[src/rtl/fixed_point_divider_if.sv]
// ============================================================================
// Module   : fixed_point_divider_if
// Brief    : Operand/result handshake bundle for the fixed-point divider.
// Revision : 1.0 - initial release
// ============================================================================
`default_nettype none

interface fixed_point_divider_if #(
    parameter int WIDTH = 32
);
    logic             in_valid;
    logic             in_ready;
    logic [WIDTH-1:0] dividend;
    logic [WIDTH-1:0] divisor;
    logic             in_overflow;
    logic             out_valid;
    logic             out_ready;
    logic [WIDTH-1:0] quotient;
    logic             out_overflow;
    logic             div_by_zero;

    modport master (
        output in_valid, dividend, divisor, in_overflow, out_ready,
        input  in_ready, out_valid, quotient, out_overflow, div_by_zero
    );

    modport slave (
        input  in_valid, dividend, divisor, in_overflow, out_ready,
        output in_ready, out_valid, quotient, out_overflow, div_by_zero
    );
endinterface

`default_nettype wire

[src/rtl/fixed_point_divider.sv]
// ============================================================================
// Module   : fixed_point_divider
// Brief    : Bit-serial restoring signed fixed-point divider with saturation.
// Revision : 1.0 - initial release
// ============================================================================
`default_nettype none

module fixed_point_divider #(
    parameter int WIDTH     = 32,
    parameter int FRAC_BITS = 16
) (
    input  wire logic            clk,
    input  wire logic            rst,
    fixed_point_divider_if.slave bus
);

    localparam int NUM_W = WIDTH + FRAC_BITS;
    localparam int CNT_W = $clog2(NUM_W + 1);

    localparam logic [CNT_W-1:0] C_LAST    = CNT_W'(NUM_W);
    localparam logic [CNT_W-1:0] C_CNT_ONE = CNT_W'(1);
    localparam logic [WIDTH-1:0] C_ONE     = WIDTH'(1);
    localparam logic [WIDTH-1:0] C_POS_MAX = {1'b0, {(WIDTH-1){1'b1}}};
    localparam logic [WIDTH-1:0] C_NEG_MIN = {1'b1, {(WIDTH-1){1'b0}}};

    localparam logic [1:0] S_IDLE = 2'd0;
    localparam logic [1:0] S_CALC = 2'd1;
    localparam logic [1:0] S_DONE = 2'd2;

    logic [1:0]       state_q, state_d;
    logic [NUM_W-1:0] num_q, num_d;
    logic [WIDTH-1:0] den_q, den_d;
    logic [WIDTH-1:0] rem_q, rem_d;
    logic [CNT_W-1:0] cnt_q, cnt_d;
    logic             sign_q, sign_d;
    logic             uovf_q, uovf_d;
    logic             dbz_pend_q, dbz_pend_d;
    logic [WIDTH-1:0] quot_q, quot_d;
    logic             ovf_q, ovf_d;
    logic             dbz_q, dbz_d;

    // Two's-complement negation read as unsigned is exact, including -2^(WIDTH-1)
    logic [WIDTH-1:0] w_a_mag;
    logic [WIDTH-1:0] w_b_mag;
    logic             w_div_zero;
    assign w_a_mag    = bus.dividend[WIDTH-1] ? (~bus.dividend + C_ONE) : bus.dividend;
    assign w_b_mag    = bus.divisor[WIDTH-1]  ? (~bus.divisor  + C_ONE) : bus.divisor;
    assign w_div_zero = (bus.divisor == '0);

    logic [WIDTH:0]   w_trial;
    logic [WIDTH:0]   w_diff;
    logic             w_ge;
    logic [WIDTH-1:0] w_rem_next;
    assign w_trial    = {rem_q, num_q[NUM_W-1]};
    assign w_diff     = w_trial - {1'b0, den_q};
    assign w_ge       = ~w_diff[WIDTH];
    assign w_rem_next = w_ge ? w_diff[WIDTH-1:0] : w_trial[WIDTH-1:0];

    // Negative results may reach exactly 2^(WIDTH-1); positive ones may not
    logic             w_hi_nz;
    logic             w_sat;
    logic [WIDTH-1:0] w_signed;
    assign w_hi_nz  = |num_q[NUM_W-1:WIDTH];
    assign w_sat    = sign_q ? (w_hi_nz | (num_q[WIDTH-1] & (|num_q[WIDTH-2:0])))
                             : (w_hi_nz | num_q[WIDTH-1]);
    assign w_signed = sign_q ? (~num_q[WIDTH-1:0] + C_ONE) : num_q[WIDTH-1:0];

    always_comb begin
        state_d    = state_q;
        num_d      = num_q;
        den_d      = den_q;
        rem_d      = rem_q;
        cnt_d      = cnt_q;
        sign_d     = sign_q;
        uovf_d     = uovf_q;
        dbz_pend_d = dbz_pend_q;
        quot_d     = quot_q;
        ovf_d      = ovf_q;
        dbz_d      = dbz_q;
        case (state_q)
            S_IDLE: begin
                if (bus.in_valid) begin
                    num_d      = {w_a_mag, {FRAC_BITS{1'b0}}};
                    den_d      = w_b_mag;
                    rem_d      = '0;
                    sign_d     = bus.dividend[WIDTH-1] ^ bus.divisor[WIDTH-1];
                    uovf_d     = bus.in_overflow;
                    dbz_pend_d = w_div_zero;
                    // A zero divisor skips the iterations and only spends the finalise cycle
                    cnt_d      = w_div_zero ? C_LAST : '0;
                    state_d    = S_CALC;
                end
            end
            S_CALC: begin
                if (cnt_q != C_LAST) begin
                    rem_d = w_rem_next;
                    num_d = {num_q[NUM_W-2:0], w_ge};
                    cnt_d = cnt_q + C_CNT_ONE;
                end else begin
                    state_d = S_DONE;
                    if (dbz_pend_q) begin
                        quot_d = sign_q ? C_NEG_MIN : C_POS_MAX;
                        ovf_d  = 1'b1;
                        dbz_d  = 1'b1;
                    end else begin
                        quot_d = w_sat ? (sign_q ? C_NEG_MIN : C_POS_MAX) : w_signed;
                        ovf_d  = w_sat | uovf_q;
                        dbz_d  = 1'b0;
                    end
                end
            end
            S_DONE: begin
                if (bus.out_ready) begin
                    state_d = S_IDLE;
                    ovf_d   = 1'b0;
                    dbz_d   = 1'b0;
                end
            end
            default: state_d = S_IDLE;
        endcase
    end

    always_ff @(posedge clk or posedge rst) begin
        if (rst) begin
            state_q    <= S_IDLE;
            num_q      <= '0;
            den_q      <= '0;
            rem_q      <= '0;
            cnt_q      <= '0;
            sign_q     <= 1'b0;
            uovf_q     <= 1'b0;
            dbz_pend_q <= 1'b0;
            quot_q     <= '0;
            ovf_q      <= 1'b0;
            dbz_q      <= 1'b0;
        end else begin
            state_q    <= state_d;
            num_q      <= num_d;
            den_q      <= den_d;
            rem_q      <= rem_d;
            cnt_q      <= cnt_d;
            sign_q     <= sign_d;
            uovf_q     <= uovf_d;
            dbz_pend_q <= dbz_pend_d;
            quot_q     <= quot_d;
            ovf_q      <= ovf_d;
            dbz_q      <= dbz_d;
        end
    end

    assign bus.in_ready     = (state_q == S_IDLE);
    assign bus.out_valid    = (state_q == S_DONE);
    assign bus.quotient     = quot_q;
    assign bus.out_overflow = ovf_q;
    assign bus.div_by_zero  = dbz_q;

endmodule

`default_nettype wire

[src/flat_wrapper.sv]
// flat-port wrapper written by rule: the top's interface ports become plain ports
module fixed_point_divider_flat 
#(
    parameter int WIDTH     = 32,
    parameter int FRAC_BITS = 16
)
  (clk, rst, bus_in_valid, bus_dividend, bus_divisor, bus_in_overflow, bus_out_ready, bus_in_ready, bus_out_valid, bus_quotient, bus_out_overflow, bus_div_by_zero);
  fixed_point_divider_if #(.WIDTH(WIDTH)) bus_i ();
  input  wire logic clk;
  input  wire logic rst;
  input wire logic [$bits(bus_i.in_valid)-1:0] bus_in_valid;
  input wire logic [$bits(bus_i.dividend)-1:0] bus_dividend;
  input wire logic [$bits(bus_i.divisor)-1:0] bus_divisor;
  input wire logic [$bits(bus_i.in_overflow)-1:0] bus_in_overflow;
  input wire logic [$bits(bus_i.out_ready)-1:0] bus_out_ready;
  output wire logic [$bits(bus_i.in_ready)-1:0] bus_in_ready;
  output wire logic [$bits(bus_i.out_valid)-1:0] bus_out_valid;
  output wire logic [$bits(bus_i.quotient)-1:0] bus_quotient;
  output wire logic [$bits(bus_i.out_overflow)-1:0] bus_out_overflow;
  output wire logic [$bits(bus_i.div_by_zero)-1:0] bus_div_by_zero;
  assign bus_i.in_valid = bus_in_valid;
  assign bus_i.dividend = bus_dividend;
  assign bus_i.divisor = bus_divisor;
  assign bus_i.in_overflow = bus_in_overflow;
  assign bus_i.out_ready = bus_out_ready;
  assign bus_in_ready = bus_i.in_ready;
  assign bus_out_valid = bus_i.out_valid;
  assign bus_quotient = bus_i.quotient;
  assign bus_out_overflow = bus_i.out_overflow;
  assign bus_div_by_zero = bus_i.div_by_zero;
  fixed_point_divider #(.WIDTH(WIDTH), .FRAC_BITS(FRAC_BITS)) u_core (.clk(clk), .rst(rst), .bus(bus_i));
endmodule
[config.mk]
export PLATFORM = sky130hd
export DESIGN_NAME = fixed_point_divider_flat
export DESIGN_NICKNAME = d
export VERILOG_FILES = /design/src/rtl/fixed_point_divider_if.sv /design/src/rtl/fixed_point_divider.sv /design/src/flat_wrapper.sv
export SDC_FILE = /design/constraint.sdc
export NUM_CORES = 1
export LEC_CHECK = 0
export CAP_MARGIN = 20
export CORE_MARGIN = 1
export CORE_UTILIZATION = 58
export CTS_CLUSTER_DIAMETER = 30
export DETAILED_ROUTE_END_ITERATION = 8
export MAX_ROUTING_LAYER = met4
export PLACE_DENSITY_LB_ADDON = 0.3
export SETUP_SLACK_MARGIN = 0.05
export SKIP_LAST_GASP = 1
export SLEW_MARGIN = 20
export SYNTH_ARGS = -nofsm -noshare
export SYNTH_HDL_FRONTEND = slang
export SYNTH_SLANG_ARGS = --single-unit
[constraint.sdc]
create_clock -name clk -period 6.9 [get_ports clk]
set_clock_uncertainty 0.15 [all_clocks]
set_input_delay 0.69 -clock clk [delete_from_list [all_inputs] [get_ports clk]]
set_output_delay 0.69 -clock clk [all_outputs]
set_load 0.01 [all_outputs]
[Yosys cells after proc, flatten, opt, wreduce, memory -nomap -nowiden]
Cells that the tools add are included.
Word-level totals
  ROM bits: 0
  bits of input ports: 69
  memories: 0
  output and inout bits: 36
  RAM bits: 0
  register bits: 157
  bits in latches: 0
  word-level logic and storage cells: 73
Operators by class
  muxes and demuxes: 29
  div/mod/pow operators: 0
  add/subtract/negate cells: 5
  equality and inequality tests: 7
  multipliers: 0
  shift-type cells: 0
  order comparisons: 0
  reductions and logical operators: 11
  bitwise logic cells: 10
Operators with widths (count)
  two-way mux 32 bit: 9
  adder 32 x 1 -> 32 bit, second input constant: 3
  two-way mux 48 bit: 2
  NOT 32 bit: 3
  case mux 48 bit (2 select lines): 1
  case mux 32 bit (2 select lines): 1
  subtractor 33 x 32 -> 33 bit: 1
  zero test 32 bit: 1
  OR reduction 31 bit: 1
  two-way mux 6 bit: 3
  OR reduction 16 bit: 1
  case mux 6 bit (2 select lines): 1
  AND reduction 3 bit: 3
  adder 6 x 1 -> 6 bit, second input constant: 1
  two-way mux 1 bit: 6
  two-way mux 2 bit: 3
  != test 2 bit, second input constant: 3
  != test 6 bit, second input constant: 1
  case mux 2 bit (3 select lines): 1
  case mux 1 bit (2 select lines): 2
  AND reduction 2 bit: 2
  nonzero test 2 bit: 2
  bitwise OR 1 bit: 3
  == test 2 x 1 -> 1 bit, second input constant: 1
  other kinds (6): 7

[Longest topological paths before layout]
Gate-level depths: netlist of the first run.
  depth in word-level cells: 8
  gate-level depth with buffers: 14
  gate-level depth less buffers: 12

[Worst setup path before layout of the first run]
Ideal clock, no wire load.
  path kind: register -> register
  from: reg u_core.num_q[47]
  to: reg u_core.rem_q[18]
  path slack: 3535 ps
  stages on the path, launching flop included: 15
  arrival time: 3089 ps
  required time: 6624 ps
  clock period less this slack: 3365 ps
  path through: dfrtp_1 inv_1 ha_1 inv_1 fa_1 a21o_1 a221oi_1 o21ba_2 a211oi_1 or3_1 o311ai_1 buf_4 buf_4 nor2_1 a221o_1
Between the ends
  word-level cells in the longest chain between the ends: 4
Ends and longest elaborated chain
  start, declared: RTL line fixed_point_divider.sv:31  | logic [NUM_W-1:0] num_q, num_d;
  start signal, assigned: RTL line fixed_point_divider.sv:138  | num_q <= num_d;
  subtractor 33 x 32 -> 33 bit: RTL line fixed_point_divider.sv:55  | assign w_diff = w_trial - {1'b0, den_q};
  two-way mux 32 bit: RTL line fixed_point_divider.sv:57  | assign w_rem_next = w_ge ? w_diff[WIDTH-1:0] : w_trial[WIDTH-1:0];
  two-way mux 32 bit: RTL line fixed_point_divider.sv:95  | if (cnt_q != C_LAST) begin
  case mux 32 bit (2 select lines): RTL line fixed_point_divider.sv:80  | case (state_q)
  end signal, assigned: RTL line fixed_point_divider.sv:140  | rem_q <= rem_d;
  end, declared: RTL line fixed_point_divider.sv:33  | logic [WIDTH-1:0] rem_q, rem_d;
No other way between the ends. The select of a mux whose other input is x is not followed.
A chain may end at the register's enable or synchronous reset.

[Worst setup path in the final report of the first run]
  from: reg u_core.num_q[47]
  to: reg u_core.rem_q[0]
Between the ends
  word-level cells in the longest chain between the ends: 4
Ends and longest elaborated chain (RTL line)
  subtractor 33 x 32 -> 33 bit: fixed_point_divider.sv:55
  two-way mux 32 bit *: fixed_point_divider.sv:57
  two-way mux 32 bit *: fixed_point_divider.sv:95
  case mux 32 bit (2 select lines) *: fixed_point_divider.sv:80
Mark *: on every way between the ends. The rest lies on a longest branch, timed or not. The select of a mux whose other input is x is not followed.

==> results of run 1 <==
-- worst reg2reg max path, delay by kind of cell (launching register included) --
| kind | cells | cell delay, ns |
|---|---|---|
| DFF | 1 | 0.38 |
| adders and majority gates | 2 | 0.57 |
| and+or+nand+nor | 1 | 0.42 |
| AOI/OAI and AO/OA | 6 | 1.48 |
| muxes | 1 | 0.42 |
| buffers and inverters | 3 | 0.64 |
-- per-stage QoR --
step                utilization  hold WS, ns  std cells
floorplan                     -        0.296       1317
global placement          0.657        0.303       1586
detailed placement        0.657        0.306       1586
CTS                       0.692        0.320       1617
global route              0.692        0.365       1617
finish                    0.692        0.314       1617
-- layer usage --
layer	global-route usage	vias to the layer above	wire [um]
li1	-	4796	-
met1	0.411	4741	11900
met2	0.473	366	12700
met3	0.0530	71	1620
met4	0.120	0	788
met5	-	-	0
-- power by group through the flow --
| stage | clock [W] | combinational (W) | sequential (W) |
|---|---|---|---|
| after global routing | 0.00106 | 0.00453 | 0.00184 |
| final | 0.00103 | 0.00406 | 0.00179 |
| after floorplan | 0 | 0.00302 | 0.00170 |
| after CTS | 0.00103 | 0.00403 | 0.00178 |
| after detailed placement | 0 | 0.00398 | 0.00178 |
| after global placement | 0 | 0.00386 | 0.00177 |
-- cell usage after synthesis, types with 6 or more instances --
master,instances
nor2_1,91
xnor2_1,27
inv_1,57
o31ai_1,22
a21oi_1,87
or3_1,8
o41ai_1,10
or2_2,7
xor2_1,60
nand4_1,11
nand3_1,45
o211ai_1,16
nand2_1,204
mux2i_1,25
ha_1,37
nor3_1,28
and2_1,6
nand2b_1,14
buf_1,9
clkbuf_1,62
a31oi_1,12
o22ai_1,10
nor4_1,14
dfrtp_1,157
nand3b_1,10
o21ai_0,168
and3_1,8
a21o_1,16
nor2b_1,8
a211oi_1,15
-- state kept, by name, summed over array words and instances (netlist names) --
signal and count:
u_core.num_q 48, u_core.bus.quotient 32, u_core.den_q 32, u_core.rem_q 32, u_core.cnt_q 6, u_core.state_q 2
u_core.bus.div_by_zero 1, u_core.bus.out_overflow 1, u_core.dbz_pend_q 1, u_core.sign_q 1, u_core.uovf_q 1
-- cells by family (layout without fill, tap and decap cells) --
group | count (synthesis) | in the layout | share of synthesized area
and+or+nand+nor | 476 | 476 | 0.212
AOI/OAI and AO/OA | 398 | 398 | 0.225
DFF | 157 | 157 | 0.371
buffers and inverters | 134 | 205 | 0.0487
xor gates and xnor gates | 87 | 87 | 0.0719
adders and majority gates | 38 | 38 | 0.0456
muxes | 27 | 27 | 0.0257
-- path summary, 6_finish.rpt --
path	startpoint	end	slack [ns]	cells after the start
max in group asynchronous	rst	u_core.den_q[31]	4.56	3
hold / removal	u_core.bus.quotient[4]	u_core.bus.quotient[4]	0.31	2
hold reg to reg	u_core.bus.quotient[4]	u_core.bus.quotient[4]	0.31	2
min in group asynchronous	rst	u_core.num_q[32]	0.64	2
setup reg to reg	u_core.num_q[47]	u_core.rem_q[0]	2.75	13
setup / recovery	u_core.num_q[47]	u_core.rem_q[0]	2.75	13
-- final cells by class --
class / count / area, um2
clock buffers: 20 / 447
clock inverters: 11 / 180
fillers: 1487 / 5520
inverters: 57 / 219
multi-input cells: 1026 / 6190
flip-flops and latches: 157 / 3930
well taps: 229 / 287
repair buffers: 117 / 1130
==> run_results.csv, run 1 <==
group,metric,value,unit
floorplan,core_area,0.0179,mm2
global_route,grt_max_degree,95,
timing,fin_crit,4.15,ns
finish,insertedDiodeCount,0,
timing,tightestPinTransition,1.04,ns
finish,layout_common_cells,"203 x nand2_1, 168 x o21ai_0, 157 x dfrtp_1",
route,drc,0,
timing,tns,0,ns
clocking,clock-sinks,157,
synth,synth.avg_cell_area,8.04,um2
setup_path,cp_data_required_time,7.08,ns
synth,syn-num-nets,1424,
floorplan,ios,105,
route,drtIter0Drc,721,
pwr,sw_frac_of_total,0.461,
finish,design_area,0.0124,mm2
global_route,grt_overflow,0,
setup_path,cp_slowest_stage_delay,0.61,ns
pwr,p_clk_frac,0.149,
setup_path,cpLargestDelayFamily,"compound AO/OA/AOI/OAI gates",
pwr,peakVddDrop,0.000400,V
route,ant_nets,0,
timing,fin_ws,2.75,ns
synth,yosysTopAreaCell,"dfrtp_1",
synth,synth_cell_types,70,
global_route,antenna_found_initial,0,
timing,drv_slew,0,
pwr,design_power_total,0.00687,W
timing,setup_viol_count_final,0,
timing,hold_viol,0,
setup_path,worstPathArrival,4.34,ns
setup_path,slowest_stage,"a221oi_1",
finish,layout_commonest_cell,"nand2_1",
clocking,cts_tree,"done",
clocking,post_cts_buffers,0,
synth,ys_warn_count,0,
clocking,htreeDepth,4,
synth,synthFlopType,"dfrtp_1",
clocking,cts_hold_buf,0,
clocking,clkTransAtPathRegs,0.07,ns
timing,rsz0062_at_grt,"false",
floorplan,die_w,137,um
pwr,pwr-share-seq,0.260,
synth,synth.area.top_cells,"dfrtp_1 37%, o21ai_0 7.9%, nand2_1 7.2%",
global_route,grt_pass1_wl,44400,um
setup_path,worstSetupPathType,"flip-flop to flip-flop",
setup_path,cp_num_buf_inv,3,
synth,synth_top_area_share,0.371,
floorplan,num_rows,49,
pwr,p_comb_frac,0.591,
clocking,cts_buffer_depth,2,
route,wl_per_cell,16.7,um
synth,netlist_instances,1317,
pwr,power_switching,0.00317,W
floorplan,fp.dieArea,0.0188,mm2
clocking,cts_buffers,17,
global_route,first_global_vias,9006,
synth,synth_edf_count,0,
place,pre_cts_slack,2.87,ns
worst_hold_path,hp-class,"flip-flop to flip-flop",
floorplan,initial_utilization,0.592,
finish,drive_gt1_frac,0.0512,
timing,period_share,0.602,
synth,ys_seq_area_frac,0.371,
place,place_area,0.0118,mm2
clocking,cts_resized,0,
setup_path,end_kind,"flip-flop",
setup_path,critPathLaunchType,"flip-flop",
place,io_buffers,104,
pwr,powerDensity,555,mW/mm2
finish,layout.nets,1483,
clocking,worstSkewPairLatency,0.44,ns
synth,ys_seq_elements,157,
route,dr.pass1.iters,5,
synth,synth_async_sr_flop_share,1.00,
pwr,p_int,0.00371,W
pwr,p_leak,5.30,nW
synth,netlist_area,0.0106,mm2
place,finalWeightedCongestion,0.949,
floorplan,die_h,137,um
timing,relSlewSlack,0.306,
clocking,root_buffer,"clkbuf_16",
route,wl,27000,um
timing,fmax,241,MHz
finish,syn_to_final_growth,16.9,%
setup_path,crit_path_max_fanout,38,
route,vias,9974,
flow_run,drv_cap,0,
global_route,grt_use_total,0.310,
place,dp_hpwl,18700,um
route,vias_per_cell,6.17,
setup_path,path_cells,"inv_1, ha_1, inv_1, fa_1, a21o_1, a221oi_1, o21ba_2, a211oi_1, or3_1, o311ai_4, buf_4, mux2_2, o21ai_0",
setup_path,crit_top_cell,"inv_1",
outcome,status,"completed",
Note: power is estimated with default switching activity, not from simulation.
==> inputs of run 2 (changes only) <==
==> constraint.sdc (replaced) <==
create_clock -name clk -period 4.3 [get_ports clk]
set_clock_uncertainty 0.15 [all_clocks]
set_input_delay 0.43 -clock clk [delete_from_list [all_inputs] [get_ports clk]]
set_output_delay 0.43 -clock clk [all_outputs]
set_load 0.01 [all_outputs]
==> run 2 against run 1 <==
Effect of this change:
- sequential power increased by 60%
- global-route usage shrank 0.24 points
- first-iteration DRC count grew 21%
- die area is the same
- non-clock buffer count up 10
- count of clock-buffer cells in the layout unchanged
- critical path depth shrank 3
- cell count rose by 0.62%
- hold slack worse by 0.15 ns
- critical endpoint unchanged
- highest routed layer unchanged
==> run_results.csv, run 2 (same netlist as run 1, synthesis figures left out) <==
group,metric,value,unit
clocking,cts_buffers,17,
clocking,clock-sinks,157,
setup_path,timing.rr.end,"u_core.rem_q[0]",
setup_path,reg2reg_from,"u_core.rem_q[13]",
floorplan,die_w,137,um
timing,tns,0,ns
clocking,worstSkewPairLatency,0.43,ns
route,wl_per_cell,16.5,um
timing,rsz0062_at_grt,"false",
setup_path,crit_path_max_fanout,26,
global_route,grtUsageMet3,0.0496,
global_route,antenna_found_initial,0,
clocking,htreeDepth,4,
global_route,grt_max_degree,80,
floorplan,die_h,137,um
pwr,peakVddDrop,0.000594,V
setup_path,r2r.worst_path.cells,10,
setup_path,end_kind,"flip-flop",
place,finalWeightedCongestion,0.899,
worst_hold_path,hp-class,"primary input to async pin",
timing,period_share,0.845,
clocking,cts_hold_buf,0,
route,vias_per_cell,6.08,
global_route,grt_pass1_wl,43800,um
clocking,cts_resized,0,
timing,setup_viol_count_final,0,
clocking,cts_buffer_depth,2,
timing,hold_viol,0,
global_route,grt_use_total,0.307,
timing,tightestPinTransition,0.770,ns
timing,fmax,275,MHz
global_route,first_global_vias,8954,
finish,fillers,1510,
finish,insertedDiodeCount,0,
route,dr.pass1.iters,5,
floorplan,num_rows,49,
route,drtIter0Drc,873,
setup_path,critPathLaunchType,"flip-flop",
outcome,status,"completed",
setup_path,cp_data_required_time,4.50,ns
timing,fin_ws,0.665,ns
setup_path,worstSetupPathType,"flip-flop to flip-flop",
floorplan,fp.dieArea,0.0188,mm2
clocking,cts_tree,"done",
finish,layout.nets,1493,
route,vias,9888,
timing,fin_crit,3.64,ns
finish,drive_gt1_frac,0.0579,
pwr,p_leak,5.34,nW
finish,syn_to_final_growth,17.6,%
global_route,met2_usage,0.480,
setup_path,ff2ff_setup_slack,0.66,ns
finish,top_register,"u_core.num_q",
global_route,use_met1,0.414,
finish,layout_commonest_cell,"nand2_1",
pwr,powerDensity,880,mW/mm2
global_route,grt.busiest_layer,"met2",
route,ant_nets,0,
global_route,grt_overflow,0,
setup_path,worstPathArrival,3.83,ns
finish,layout_common_cells,"203 x nand2_1, 168 x o21ai_0, 157 x dfrtp_1",
place,dp_hpwl,19300,um
floorplan,ios,105,
place,pre_cts_slack,0.567,ns
clocking,post_cts_buffers,0,
timing,drv_slew,0,
flow_run,drv_cap,0,
floorplan,core_area,0.0179,mm2
clocking,clkTransAtPathRegs,0.06,ns
clocking,root_buffer,"clkbuf_16",
place,io_buffers,104,
finish,largest_reg_flops,48,
setup_path,critPathLaunch,"u_core.rem_q[13]",
timing,relSlewSlack,0.487,
route,wl,26900,um
route,drc,0,
floorplan,initial_utilization,0.592,
==> run 2: changes by cell type in the layout (fill, tap and decap cells not counted), sizes merged <==
cell           change
buf                +9
clkinv             +6
inv                -5
bufinv             -2
clkdlybuf4s50      +1
clkinvlp           +1
==> run 2: critical path, stage by stage, from the launching register on <==
cell and delay, ns:
dfrtp_1 0.40, ha_1 0.46, nand3_1 0.15, nor3_1 0.45
nand3_1 0.19, a211oi_1 0.41, nor2_1 0.21, o311ai_4 0.39
buf_12 0.24, mux2_2 0.34, o21ai_0 0.15
==> run 2: cell type report <==
type / instances / area, um2 / share of cell area
repair buffers: 127 / 1260 / 0.101
well taps: 229 / 287 / 0.0230
multi-input cells: 1026 / 6190 / 0.497
clock inverters: 11 / 119 / 0.00954
inverters: 57 / 218 / 0.0175
clock buffers: 20 / 457 / 0.0367
flip-flops and latches: 157 / 3930 / 0.315
==> run 2: power breakdown <==
group / switching (W) / internal (W) / total, W
registers: 0.000655 / 0.00222 / 0.00287
clock network: 0.000606 / 0.000878 / 0.00148
logic: 0.00379 / 0.00282 / 0.00660
total: 0.00505 / 0.00591 / 0.0110
==> run 2: metrics by stage <==
step	std cells	instance area (um2)	total power (W)	util	hold WS, ns
6_report	1627	12500	0.0110	0.696	0.159
3_3_place_gp	1595	11900	0.00915	0.663	0.304
4_1_cts	1626	12400	0.0109	0.695	0.319
3_5_place_dp	1595	11900	0.00935	0.663	0.305
2_1_floorplan	1317	10600	0.00756	-	0.296
5_1_grt	1627	12500	0.0118	0.696	0.173
==> run 2: routing by layer <==
| layer | part of all wire | vias to the layer above |
|---|---|---|
| met4 | 0.019 | 0 |
| met3 | 0.054 | 45 |
| met2 | 0.48 | 332 |
| met1 | 0.44 | 4703 |
| li1 | - | 4808 |
| met5 | 0 | - |
==> run 2: worst max-delay path by stage <==
stage                                  end
final                      u_core.rem_q[0]
after global routing       u_core.rem_q[0]
after CTS                  u_core.rem_q[0]
after detailed placement  u_core.num_q[45]
after global placement    u_core.num_q[45]
after floorplan           u_core.rem_q[18]
